## src/rtl/ahb_apb_bus_arbiter_pkg.sv

```systemverilog
`default_nettype none
// +----------------------------------------------------------------------------+
// | Package : ahb_arb_pkg                                                      |
// | Shared state encoding and width helpers for the AHB-to-APB arbiter.        |
// | Revision: 1.0                                                              |
// +----------------------------------------------------------------------------+
package ahb_arb_pkg;

  typedef enum logic [1:0] {
    ST_PARK   = 2'd0,
    ST_OWN    = 2'd1,
    ST_LOCKED = 2'd2
  } arb_state_t;

  localparam int C_MIN_MASTERS = 2;
  localparam int C_MAX_MASTERS = 8;
  localparam int C_MIN_BEATS   = 1;
  localparam int C_MAX_BEATS   = 255;

  function automatic int mw_f(input int n);
    return (n <= 2) ? 1 : $clog2(n);
  endfunction

  function automatic int bw_f(input int b);
    return $clog2(b + 1);
  endfunction

endpackage
`default_nettype wire

```

## src/rtl/ahb_apb_bus_arbiter_if.sv

```systemverilog
`default_nettype none
// +----------------------------------------------------------------------------+
// | Interface : ahb_apb_bus_arbiter_if                                         |
// | Request/grant bundle between the AHB requesters and the bus arbiter.       |
// | Revision  : 1.0                                                            |
// +----------------------------------------------------------------------------+
interface ahb_apb_bus_arbiter_if #(
  parameter int NUM_MASTERS = 4,
  parameter int MAX_BEATS   = 8
) ();
  import ahb_arb_pkg::*;

  localparam int MW = mw_f(NUM_MASTERS);
  localparam int BW = bw_f(MAX_BEATS);

  logic [NUM_MASTERS-1:0] HBUSREQ;
  logic [NUM_MASTERS-1:0] HLOCK;
  logic                   HREADY;
  logic                   Valid;
  logic [NUM_MASTERS-1:0] HGRANT;
  logic [MW-1:0]          HMASTER;
  logic                   HMASTLOCK;
  logic [BW-1:0]          beat_cnt;

  // Requester side: drives requests, observes grants.
  modport master (
    output HBUSREQ, HLOCK, HREADY, Valid,
    input  HGRANT, HMASTER, HMASTLOCK, beat_cnt
  );

  // Arbiter side.
  modport slave (
    input  HBUSREQ, HLOCK, HREADY, Valid,
    output HGRANT, HMASTER, HMASTLOCK, beat_cnt
  );

endinterface
`default_nettype wire

```

## src/rtl/ahb_apb_bus_arbiter_rr_select.sv

```systemverilog
`default_nettype none
// +----------------------------------------------------------------------------+
// | Module  : rr_select                                                        |
// | Combinational round-robin picker: first requester after i_rr_ptr, wrapping.|
// | Revision: 1.0                                                              |
// +----------------------------------------------------------------------------+
module rr_select
  import ahb_arb_pkg::*;
#(
  parameter int NUM_MASTERS = 4,
  parameter int MW          = mw_f(NUM_MASTERS)
) (
  input  logic [NUM_MASTERS-1:0] i_req,
  input  logic [MW-1:0]          i_rr_ptr,
  output logic [MW-1:0]          o_winner,
  output logic                   o_any_req
);

  logic [MW-1:0] w_idx;

  // Scan from the far end back toward rr_ptr+1 so the nearest requester wins last.
  always_comb begin
    o_winner = i_rr_ptr;
    w_idx    = i_rr_ptr;
    for (int i = NUM_MASTERS; i >= 1; i--) begin
      w_idx = MW'((int'(i_rr_ptr) + i) % NUM_MASTERS);
      if (i_req[w_idx]) begin
        o_winner = w_idx;
      end
    end
    o_any_req = |i_req;
  end

endmodule
`default_nettype wire

```

## src/rtl/ahb_apb_bus_arbiter.sv

```systemverilog
`default_nettype none
// +----------------------------------------------------------------------------+
// | Module  : ahb_apb_bus_arbiter                                              |
// | Round-robin AHB arbiter with lock support and beat-limit pre-emption.      |
// | Revision: 1.0                                                              |
// +----------------------------------------------------------------------------+
module ahb_apb_bus_arbiter
  import ahb_arb_pkg::*;
#(
  parameter int NUM_MASTERS    = 4,
  parameter int MAX_BEATS      = 8,
  parameter int DEFAULT_MASTER = 0
) (
  input  logic                  HCLK,
  input  logic                  HRESETn,
  ahb_apb_bus_arbiter_if.slave  bus
);

  localparam int MW = mw_f(NUM_MASTERS);
  localparam int BW = bw_f(MAX_BEATS);

  localparam logic [BW-1:0]          c_max_beats     = BW'(MAX_BEATS);
  localparam logic [MW-1:0]          c_default       = MW'(DEFAULT_MASTER);
  localparam logic [NUM_MASTERS-1:0] c_one           = NUM_MASTERS'(1);
  localparam logic [NUM_MASTERS-1:0] c_default_grant = c_one << DEFAULT_MASTER;

  arb_state_t             r_state, w_state_nxt;
  logic [NUM_MASTERS-1:0] r_hgrant, w_hgrant_nxt;
  logic [MW-1:0]          r_hmaster, w_hmaster_nxt;
  logic [MW-1:0]          r_rr_ptr, w_rr_ptr_nxt;
  logic                   r_hmastlock, w_hmastlock_nxt;
  logic [BW-1:0]          r_beat_cnt, w_beat_cnt_nxt;
  logic [BW-1:0]          w_cnt_inc;
  logic [MW-1:0]          w_winner;
  logic                   w_any_req, w_limit, w_others, w_rearb;

  rr_select #(
    .NUM_MASTERS (NUM_MASTERS),
    .MW          (MW)
  ) u_rr_select (
    .i_req     (bus.HBUSREQ),
    .i_rr_ptr  (r_rr_ptr),
    .o_winner  (w_winner),
    .o_any_req (w_any_req)
  );

  // Saturating beat count as it would stand after this edge.
  assign w_cnt_inc = (bus.Valid && bus.HREADY && (r_beat_cnt != c_max_beats))
                   ? r_beat_cnt + 1'b1 : r_beat_cnt;
  assign w_limit   = (w_cnt_inc == c_max_beats);
  assign w_others  = |(bus.HBUSREQ & ~r_hgrant);

  always_comb begin
    w_state_nxt     = r_state;
    w_hgrant_nxt    = r_hgrant;
    w_hmaster_nxt   = r_hmaster;
    w_rr_ptr_nxt    = r_rr_ptr;
    w_hmastlock_nxt = r_hmastlock;
    w_beat_cnt_nxt  = r_beat_cnt;
    w_rearb         = 1'b0;

    if (bus.HREADY) begin
      unique case (r_state)
        ST_PARK: begin
          w_beat_cnt_nxt = '0;
          w_rearb        = w_any_req;
        end
        ST_OWN, ST_LOCKED: begin
          // A held lock overrides both release and the beat limit.
          if (bus.HLOCK[r_hmaster]) begin
            w_state_nxt     = ST_LOCKED;
            w_hmastlock_nxt = 1'b1;
            w_beat_cnt_nxt  = w_cnt_inc;
          end else if (!bus.HBUSREQ[r_hmaster] || (w_limit && w_others)) begin
            w_rearb = 1'b1;
          end else begin
            w_state_nxt     = ST_OWN;
            w_hmastlock_nxt = 1'b0;
            w_beat_cnt_nxt  = w_limit ? '0 : w_cnt_inc;
          end
        end
        default: begin
          w_state_nxt = ST_PARK;
        end
      endcase

      if (w_rearb) begin
        w_beat_cnt_nxt = '0;
        if (w_any_req) begin
          w_hmaster_nxt   = w_winner;
          w_rr_ptr_nxt    = w_winner;
          w_hmastlock_nxt = bus.HLOCK[w_winner];
          w_state_nxt     = bus.HLOCK[w_winner] ? ST_LOCKED : ST_OWN;
        end else begin
          w_hmaster_nxt   = c_default;
          w_hmastlock_nxt = 1'b0;
          w_state_nxt     = ST_PARK;
        end
        w_hgrant_nxt = c_one << w_hmaster_nxt;
      end
    end
  end

  always_ff @(posedge HCLK or negedge HRESETn) begin
    if (!HRESETn) begin
      r_state     <= ST_PARK;
      r_hgrant    <= c_default_grant;
      r_hmaster   <= c_default;
      r_rr_ptr    <= c_default;
      r_hmastlock <= 1'b0;
      r_beat_cnt  <= '0;
    end else begin
      r_state     <= w_state_nxt;
      r_hgrant    <= w_hgrant_nxt;
      r_hmaster   <= w_hmaster_nxt;
      r_rr_ptr    <= w_rr_ptr_nxt;
      r_hmastlock <= w_hmastlock_nxt;
      r_beat_cnt  <= w_beat_cnt_nxt;
    end
  end

  assign bus.HGRANT    = r_hgrant;
  assign bus.HMASTER   = r_hmaster;
  assign bus.HMASTLOCK = r_hmastlock;
  assign bus.beat_cnt  = r_beat_cnt;

endmodule
`default_nettype wire

```

## src/flat_wrapper.sv

```systemverilog
// flat-port wrapper written by rule: the top's interface ports become plain ports
module ahb_apb_bus_arbiter_flat import ahb_arb_pkg::*;
#(
  parameter int NUM_MASTERS    = 4,
  parameter int MAX_BEATS      = 8,
  parameter int DEFAULT_MASTER = 0
)
  (HCLK, HRESETn, bus_HBUSREQ, bus_HLOCK, bus_HREADY, bus_Valid, bus_HGRANT, bus_HMASTER, bus_HMASTLOCK, bus_beat_cnt);
  ahb_apb_bus_arbiter_if #(.NUM_MASTERS(NUM_MASTERS), .MAX_BEATS(MAX_BEATS)) bus_i ();
  input  logic HCLK;
  input  logic HRESETn;
  input wire logic [$bits(bus_i.HBUSREQ)-1:0] bus_HBUSREQ;
  input wire logic [$bits(bus_i.HLOCK)-1:0] bus_HLOCK;
  input wire logic [$bits(bus_i.HREADY)-1:0] bus_HREADY;
  input wire logic [$bits(bus_i.Valid)-1:0] bus_Valid;
  output wire logic [$bits(bus_i.HGRANT)-1:0] bus_HGRANT;
  output wire logic [$bits(bus_i.HMASTER)-1:0] bus_HMASTER;
  output wire logic [$bits(bus_i.HMASTLOCK)-1:0] bus_HMASTLOCK;
  output wire logic [$bits(bus_i.beat_cnt)-1:0] bus_beat_cnt;
  assign bus_i.HBUSREQ = bus_HBUSREQ;
  assign bus_i.HLOCK = bus_HLOCK;
  assign bus_i.HREADY = bus_HREADY;
  assign bus_i.Valid = bus_Valid;
  assign bus_HGRANT = bus_i.HGRANT;
  assign bus_HMASTER = bus_i.HMASTER;
  assign bus_HMASTLOCK = bus_i.HMASTLOCK;
  assign bus_beat_cnt = bus_i.beat_cnt;
  ahb_apb_bus_arbiter #(.NUM_MASTERS(NUM_MASTERS), .MAX_BEATS(MAX_BEATS), .DEFAULT_MASTER(DEFAULT_MASTER)) u_core (.HCLK(HCLK), .HRESETn(HRESETn), .bus(bus_i));
endmodule
```

## config.mk

```make
export PLATFORM = sky130hd
export DESIGN_NAME = ahb_apb_bus_arbiter_flat
export DESIGN_NICKNAME = d
export VERILOG_FILES = /design/src/rtl/ahb_apb_bus_arbiter_pkg.sv /design/src/rtl/ahb_apb_bus_arbiter_if.sv /design/src/rtl/ahb_apb_bus_arbiter_rr_select.sv /design/src/rtl/ahb_apb_bus_arbiter.sv /design/src/flat_wrapper.sv
export SDC_FILE = /design/constraint.sdc
export NUM_CORES = 1
export LEC_CHECK = 0
export CAP_MARGIN = 20
export CORE_UTILIZATION = 50
export CTS_BUF_LIST = sky130_fd_sc_hd__clkbuf_16
export DETAILED_ROUTE_END_ITERATION = 6
export GPL_ROUTABILITY_DRIVEN = 0
export GPL_TIMING_DRIVEN = 0
export PLACE_DENSITY = 0.78
export SLEW_MARGIN = 30
export SYNTH_ARGS = -nofsm -noshare
export SYNTH_HDL_FRONTEND = slang
export SYNTH_HIERARCHICAL = 1
export SYNTH_SLANG_ARGS = --single-unit
```

## constraint.sdc

```tcl
create_clock -name HCLK -period 2.6 [get_ports HCLK]
set_clock_uncertainty 0.05 [all_clocks]
set_input_delay 0.52 -clock HCLK [delete_from_list [all_inputs] [get_ports HCLK]]
set_output_delay 0.52 -clock HCLK [all_outputs]
set_load 0.005 [all_outputs]
```

# Word level (Yosys, flattened, before mapping)
# Index checks and enable logic that the tools add are counted.
[totals] regBits=15 latchBits=0 ramBits=0 rom_bits=0 input_bits=12 output_inout_bits=11 n_memories=0
[classes] n_addsub=5 mul=0 n_div=0 magnitude_cmp=6 n_eq_ne=7 n_shift=1 mux=42 bitwise=2 n_reduce_logical=16
[ops] cell="$mux 2" count=12
[ops] cell="$mux 4" count=5
[ops] cell="$lt 2x3->1 const B" count=6
[ops] cell="$mux 1" count=15
[ops] cell="$bmux 1 s2" count=7
[ops] cell="$reduce_and 3->1" count=4
[ops] cell="$pmux 4 s2" count=1
[ops] cell="$reduce_or 4->1" count=2
[ops] cell="$add 2x1->2 const B" count=2
[ops] cell="$add 2x2->2 const B" count=2
[ops] cell="$add 4x1->4 const B" count=1
[ops] cell="$and 4x4->4" count=1
[ops] cell="$eq 4x4->1 const B" count=1
[ops] cell="$ne 4x3->1 const B" count=1
[ops] cell="$ne 4x4->1 const B" count=1
[ops] cell="$not 4->4" count=1
[ops] cell="$pmux 2 s2" count=1
[ops] cell="$shl 1x2->4 const A" count=1
[ops] cell="$logic_and 1x1->1" count=3
[ops] cell="$ne 3x2->1 const B" count=1
[ops] cell="$reduce_bool 3->1" count=1
[ops] cell="$eq 2x1->1 const B" count=1
[ops] cell="$eq 2x2->1 const B" count=1
[ops] cell="$logic_not 2->1" count=1
[ops] cell="other kinds (7)" count=7

# Longest topological paths before layout
[depth] word_depth=13 ltp_mapped=9 ltp_nobuf=9

# Cells and area by module
# Netlist, hierarchy kept.
[modules_own_cells] module="ahb_apb_bus_arbiter" n_inst=1 cells_each=107 area_each_um2=1061.0 seq_area_each_um2=376.6
[modules_own_cells] module="rr_select" n_inst=1 cells_each=14 area_each_um2=72.6 seq_area_each_um2=0.0

# Least setup slack after synthesis
# Ideal clock, no wire load.
[synth_timing] path_type="register to register" from="reg u_core.r_rr_ptr[1]" to="reg u_core.r_hmastlock (netlist: u_core/bus.HMASTLOCK)" setup_ns=0.065 arrival_time_ns=1.948 t_required_ns=2.485 slack_ns=0.537 stages_incl_launch_ff=10 period_less_slack_ns=2.063 path_cell_list="dfrtp_1 nand2b_1 a32oi_1 nand2_1 mux4_2 nand2_1 o32ai_1 nand2_1 a41oi_1 a31o_1"
[synth_between] elab_chain_len=11
[synth_rtl] element="start: declaration" line_no="ahb_apb_bus_arbiter.sv:30" text="logic [MW-1:0] r_rr_ptr, w_rr_ptr_nxt;"
[synth_rtl] element="start signal: assignment" line_no="ahb_apb_bus_arbiter.sv:109" text="r_rr_ptr <= c_default;"
[synth_rtl] element="start signal: assignment" line_no="ahb_apb_bus_arbiter.sv:116" text="r_rr_ptr <= w_rr_ptr_nxt;"
[synth_rtl] element="$add 2x1->2" line_no="ahb_apb_bus_arbiter_rr_select.sv:26" text="w_idx = MW'((int'(i_rr_ptr) + i) % NUM_MASTERS);"
[synth_rtl] element="$bmux 1 s2" line_no="ahb_apb_bus_arbiter_rr_select.sv:27" text="if (i_req[w_idx]) begin"
[synth_rtl] element="$mux 1 (not written as such)" line_no="ahb_apb_bus_arbiter_rr_select.sv:27"
[synth_rtl] element="$mux 2 (3 in a row)" line_no="ahb_apb_bus_arbiter_rr_select.sv:27"
[synth_rtl] element="$mux 2 *" line_no="ahb_apb_bus_arbiter_rr_select.sv:27"
[synth_rtl] element="named net u_core.w_winner[0]" line_no="ahb_apb_bus_arbiter.sv:34" text="logic [MW-1:0] w_winner;"
[synth_rtl] element="$bmux 1 s2 *" line_no="ahb_apb_bus_arbiter.sv:92" text="w_hmastlock_nxt = bus.HLOCK[w_winner];"
[synth_rtl] element="$mux 1 (not written as such) *" line_no="ahb_apb_bus_arbiter.sv:92"
[synth_rtl] element="$mux 1 *" line_no="ahb_apb_bus_arbiter.sv:89" text="if (w_any_req) begin"
[synth_rtl] element="$mux 1 *" line_no="ahb_apb_bus_arbiter.sv:87" text="if (w_rearb) begin"
[synth_rtl] element="end signal: assignment" line_no="ahb_apb_bus_arbiter.sv:117" text="r_hmastlock <= w_hmastlock_nxt;"
[synth_rtl] element="end: declaration" line_no="ahb_apb_bus_arbiter.sv:31" text="logic r_hmastlock, w_hmastlock_nxt;"
# The timed path passes the listed nets; every way through them passes the cells marked *. The select of a mux whose other input is x is not followed.
# A chain may end at the register's enable or synchronous reset.

# Final worst setup path
[layout_timing] from="in bus_HBUSREQ[2]" to="reg u_core.r_hmastlock (netlist: u_core/bus.HMASTLOCK)"
[layout_between] elab_chain_len=10
[layout_rtl] element="start: declaration" line_no="flat_wrapper.sv:12" text="input wire logic [$bits(bus_i.HBUSREQ)-1:0] bus_HBUSREQ;"
[layout_rtl] element="$bmux 1 s2" line_no="ahb_apb_bus_arbiter_rr_select.sv:27"
[layout_rtl] element="$mux 1 (not written as such)" line_no="ahb_apb_bus_arbiter_rr_select.sv:27"
[layout_rtl] element="$mux 2 (3 in a row)" line_no="ahb_apb_bus_arbiter_rr_select.sv:27"
[layout_rtl] element="$mux 2 *" line_no="ahb_apb_bus_arbiter_rr_select.sv:27"
[layout_rtl] element="named net u_core.w_winner[0]" line_no="ahb_apb_bus_arbiter.sv:34"
[layout_rtl] element="$bmux 1 s2 *" line_no="ahb_apb_bus_arbiter.sv:92"
[layout_rtl] element="$mux 1 (not written as such) *" line_no="ahb_apb_bus_arbiter.sv:92"
[layout_rtl] element="$mux 1 *" line_no="ahb_apb_bus_arbiter.sv:89"
[layout_rtl] element="$mux 1 *" line_no="ahb_apb_bus_arbiter.sv:87"
# Marks and branches as above.

==> results.txt <==
After layout, the worst setup slack is 0.126 ns. The run gives 4410 microns as the global-route wire length before repair. The synthesized design spends more area on one cell type than any other, namely sky130_fd_sc_hd__dfrtp_1. Deepest clock path buffer count: 2. Synthesis handed over a netlist of 121 instances.

Tracing the worst setup path back leads to its startpoint at bus_HBUSREQ[2]. The total via count after detailed routing was 1071. The largest individual stage delay along the critical path comes from the cell sky130_fd_sc_hd__clkdlybuf4s50_1.

The peak per-stage delay on the critical path is 0.55 ns. The worst min-delay path category is register to register. Setup repair after global routing left no endpoint under its margin. For the pin with the worst max-slew slack, the measured transition is 0.659 ns. Pin placement for this block handled 23 I/O pins.

In the final routed layout, each cell accounts on average for 15.1 microns. The mean number of vias per cell was 6.16. The tools report the detailed-placement wirelength estimate as 1920 microns. The starting density of the core is 55.5%, and the overall power is 1.58 mW. The area added between synthesis and finish was 32.1%.

In this run the worst path has a maximum fanout of 5. Synthesis instantiated 46 different standard cells from the library. The root buffer cell chosen for the clock tree is sky130_fd_sc_hd__clkbuf_16.

The type of destination of the critical path is a register. The worst register-to-register path has a setup slack of 0.32 ns. The initial antenna violation count came out at 0. For the number of DRC markers in iteration 0, the log shows 36. Measured against its own limit, the worst slew margin works out to 55.9%.

Across the run, the number of max-cap violations was 0. The cell area after technology mapping was 1130 sq um; the logic depth of the worst setup path including buffers was 10. The run gives 73.3% as the final core utilization. TritonCTS built the clock tree. For the clock network latency to the later pin of the worst-skew pair, the log shows 0.24 ns. For the worst flop-to-flop path, the logic depth is 9.

In this run the critical register-to-register path is captured at u_core/bus.HMASTLOCK$_DFFE_PN0P_. The data arrival time of the worst path is 2.61 ns. The run gives 23.7% as the overall global routing resource usage. Timing analysis after detailed placement gives a worst setup slack of -0.214 ns.

By area the synthesized netlist is led by sky130_fd_sc_hd__dfrtp_1 31%, sky130_fd_sc_hd__mux4_2 6.0%, sky130_fd_sc_hd__nand2_1 5.6%. Row generation in the floorplan step produced 16 rows. The ratio of total power to cell area was 1050 nW/um^2; the number of register bits inferred by synthesis was 15. A synthesized cell averages 9.37 sq um. The count of pins over their slew limit was 0. For the worst setup path, the data required time is 2.73 ns. Source of the worst register-to-register timing path: u_core/r_rr_ptr[1]$_DFFE_PN0P_.

After clock tree synthesis, the clock-pin slew on the worst setup and hold paths is 0.05 ns. STA classifies the critical path startpoint as an input port. The die covers 2460 sq um. The total area inside the core boundary comes to 2040 sq um.

Among the stages of the critical path, the cell type that occurs most often is sky130_fd_sc_hd__nand2_2. At the end of the flow, the number of nets in the layout was 164. The run gives 165 as the number of filler instances in the final layout.

For the highest clock rate, the log shows 404 MHz. The share of the synthesized area in the top cell type works out to 30.9%. The critical path goes through clkdlybuf4s50_1, mux2i_1, a32oi_2, nand2_2, mux4_2, nand2_2, o32ai_2, nand2_1, a41oi_1, a31o_1. The detail route stage leaves a number of antenna-violating nets equal to 0. The flow ran to the end, and the final reports show no timing, DRC or antenna violations. Total number of H-tree levels: 1. In this run the static leakage power is 0.647 nW. Buffers placed on the I/O ports in this run total 22. The chip width is 49.6 microns. The number of nets handed over by synthesis was 137. Total buffers and inverters traversed by the critical path: 1. Final routed wirelength across all metal layers: 2630 microns.

Following the worst setup path forward leads to its endpoint at u_core/bus.HMASTLOCK$_DFFE_PN0P_. For this run, design rule violations remaining after detail routing come to 0. The run gives 16 as the pin count of the biggest net entering global routing. From bottom edge to top edge, the die measures 49.6 microns.

The critical path is of the input port to register type. The total global routing overflow is 0. 0 antenna diodes ended up in the layout. The run gives 1024 as the number of global-route vias before repair. The run gives 33.2% as the sequential area share after synthesis. During synthesis, Yosys emitted a total of 6 warnings. The smallest clock period supported by the final layout is computed as 2.47 ns. Buffers inserted during clock tree synthesis total 3. The number of hold violations in the final report came out at 0.

Clock tree synthesis found a total of 15 sinks. The number of cells traversed by the worst hold path is 1. Across the VDD grid, the largest voltage drop is 690 uV.

The number of detailed-route iterations in the first pass was 4; the number of setup violations in the final report was 0. Part of the cycle the worst path needs: 95.2%. The dominant delay contributor by cell family on the critical path is compound AO/OA/AOI/OAI gates.

The aggregate negative setup slack was 0 ns. Proportion of layout cells with a drive suffix above 1: 17.7%.
[cells by family (layout without fill, tap and decap cells)]
| family | Yosys count | in the layout | synth area share [%] |
|---|---|---|---|
| multiplexers | 7 | 7 | 10.0 |
| AO/OA/AOI/OAI | 40 | 40 | 27.2 |
| flip-flops | 15 | 15 | 33.2 |
| adder cells (fa/ha/maj) | 4 | 4 | 4.42 |
| AND/OR/NAND/NOR | 45 | 45 | 21.1 |
| buffers and inverters | 10 | 36 | 4.08 |
[where the power goes]
| group | internal [mW] | switching (mW) |
|---|---|---|
| sequential | 0.326 | 0.0910 |
| combinational | 0.430 | 0.441 |
| clock | 0.203 | 0.0848 |
[layout by cell type, fill, tap and decap left out, types with 2 or more instances in the layout]
cell type / synthesis / layout
sky130_fd_sc_hd__mux2i_1: 2 / 2
sky130_fd_sc_hd__o2bb2ai_1: 2 / 2
sky130_fd_sc_hd__nand2_1: 17 / 15
sky130_fd_sc_hd__nand2b_1: 3 / 3
sky130_fd_sc_hd__o211a_1: 2 / 2
sky130_fd_sc_hd__nor2_1: 6 / 6
sky130_fd_sc_hd__nor3_1: 2 / 2
sky130_fd_sc_hd__o21ai_0: 7 / 7
sky130_fd_sc_hd__a21oi_1: 5 / 4
sky130_fd_sc_hd__nor2b_1: 5 / 5
sky130_fd_sc_hd__a21o_1: 4 / 4
sky130_fd_sc_hd__ha_1: 4 / 4
sky130_fd_sc_hd__o21ai_1: 2 / 2
sky130_fd_sc_hd__inv_1: 7 / 8
sky130_fd_sc_hd__o31ai_1: 2 / 2
sky130_fd_sc_hd__nand3_1: 3 / 3
sky130_fd_sc_hd__clkdlybuf4s50_1: 0 / 21
sky130_fd_sc_hd__nand2_2: 1 / 3
sky130_fd_sc_hd__or2_4: 2 / 2
sky130_fd_sc_hd__clkbuf_16: 0 / 3
sky130_fd_sc_hd__a31oi_1: 3 / 3
sky130_fd_sc_hd__mux4_2: 3 / 3
sky130_fd_sc_hd__dfrtp_1: 14 / 14
[worst register-to-register path, delay by kind of cell (launching register included)]
family / cells / cell delay (ns)
flops: 1 / 0.45
compound gates: 4 / 0.80
mux: 1 / 0.37
simple gates: 4 / 0.54
[routing by layer]
| layer | GRT usage (%) | vias to the layer above | share of wire, % |
|---|---|---|---|
| met5 | 0 | - | 0 |
| met4 | 15.7 | 0 | 4.0 |
| met3 | 3.70 | 13 | 4.5 |
| met2 | 38.5 | 44 | 50 |
| met1 | 28.8 | 507 | 42 |
| li1 | - | 507 | - |
[final cells by class]
| cell class | instances | area [sq um] | share of cell area [%] |
|---|---|---|---|
| buffer | 2 | 16.3 | 1.09 |
| clock buffer | 3 | 75.1 | 5.01 |
| clock inverter | 1 | 3.75 | 0.251 |
| inverter | 8 | 30.0 | 2.01 |
| multi-input combinational | 96 | 739 | 49.4 |
| sequential | 15 | 377 | 25.1 |
| tap | 27 | 33.8 | 2.26 |
| timing repair buffer | 22 | 223 | 14.9 |
[through the flow]
step           hold WS (ns)  std cells  instance area [sq um]
6_report              0.445        174                   1500
2_1_floorplan         0.174        121                   1130
5_1_grt               0.470        174                   1500
4_1_cts               0.451        174                   1470
3_3_place_gp          0.439        170                   1390
3_5_place_dp          0.445        170                   1390
[synth_stat cells (all sizes together)]
library cell,count
a2111oi,1
a211oi,2
a21o,4
a21oi,6
a22o,1
a31o,1
a31oi,3
a32oi,1
a41oi,1
and3b,1
buf,2
clkinv,1
dfrtp,14
dfstp,1
ha,4
inv,7
mux2,2
mux2i,2
mux4,3
nand2,18
nand2b,4
nand3,3
nand4,1
nor2,6
nor2b,5
nor3,2
nor4,1
o211a,2
o211ai,2
o21ai,9
o22ai,2
o2bb2ai,2
o31ai,2
o32ai,1
or2,2
or2b,1
or3,1
[registers in the layout (all words and copies together) (netlist names)]
| register | cells |
|---|---|
| u_core/bus.HMASTLOCK | 1 |
| u_core/r_state | 2 |
| u_core/r_rr_ptr | 2 |
| u_core/bus.HMASTER | 2 |
| u_core/bus.beat_cnt | 4 |
| u_core/bus.HGRANT | 4 |
[how the worst min path moves through the flow]
stage,endpoint,from
final,u_core/bus.HMASTLOCK$_DFFE_PN0P_,u_core/bus.HMASTLOCK$_DFFE_PN0P_
after global routing,u_core/bus.HMASTLOCK$_DFFE_PN0P_,u_core/bus.HMASTLOCK$_DFFE_PN0P_
after CTS,u_core/bus.HMASTLOCK$_DFFE_PN0P_,u_core/bus.HMASTLOCK$_DFFE_PN0P_
after detailed placement,u_core/bus.HMASTLOCK$_DFFE_PN0P_,u_core/bus.HMASTLOCK$_DFFE_PN0P_
after global placement,u_core/bus.HMASTLOCK$_DFFE_PN0P_,u_core/bus.HMASTLOCK$_DFFE_PN0P_
after floorplan,u_core/bus.HGRANT[1]$_DFFE_PN0P_,HRESETn
[timing repair]
| item | CTS | global route |
|---|---|---|
| resized for setup | 1 | 6 |
| buffers inserted | 0 | 0 |
| pin swaps | 0 | 0 |
| hold buffers | 0 | 0 |
| setup endpoints to repair | 1 | 6 |
| cloned | 0 | 0 |
Note: power is estimated with default switching activity, not from simulation.
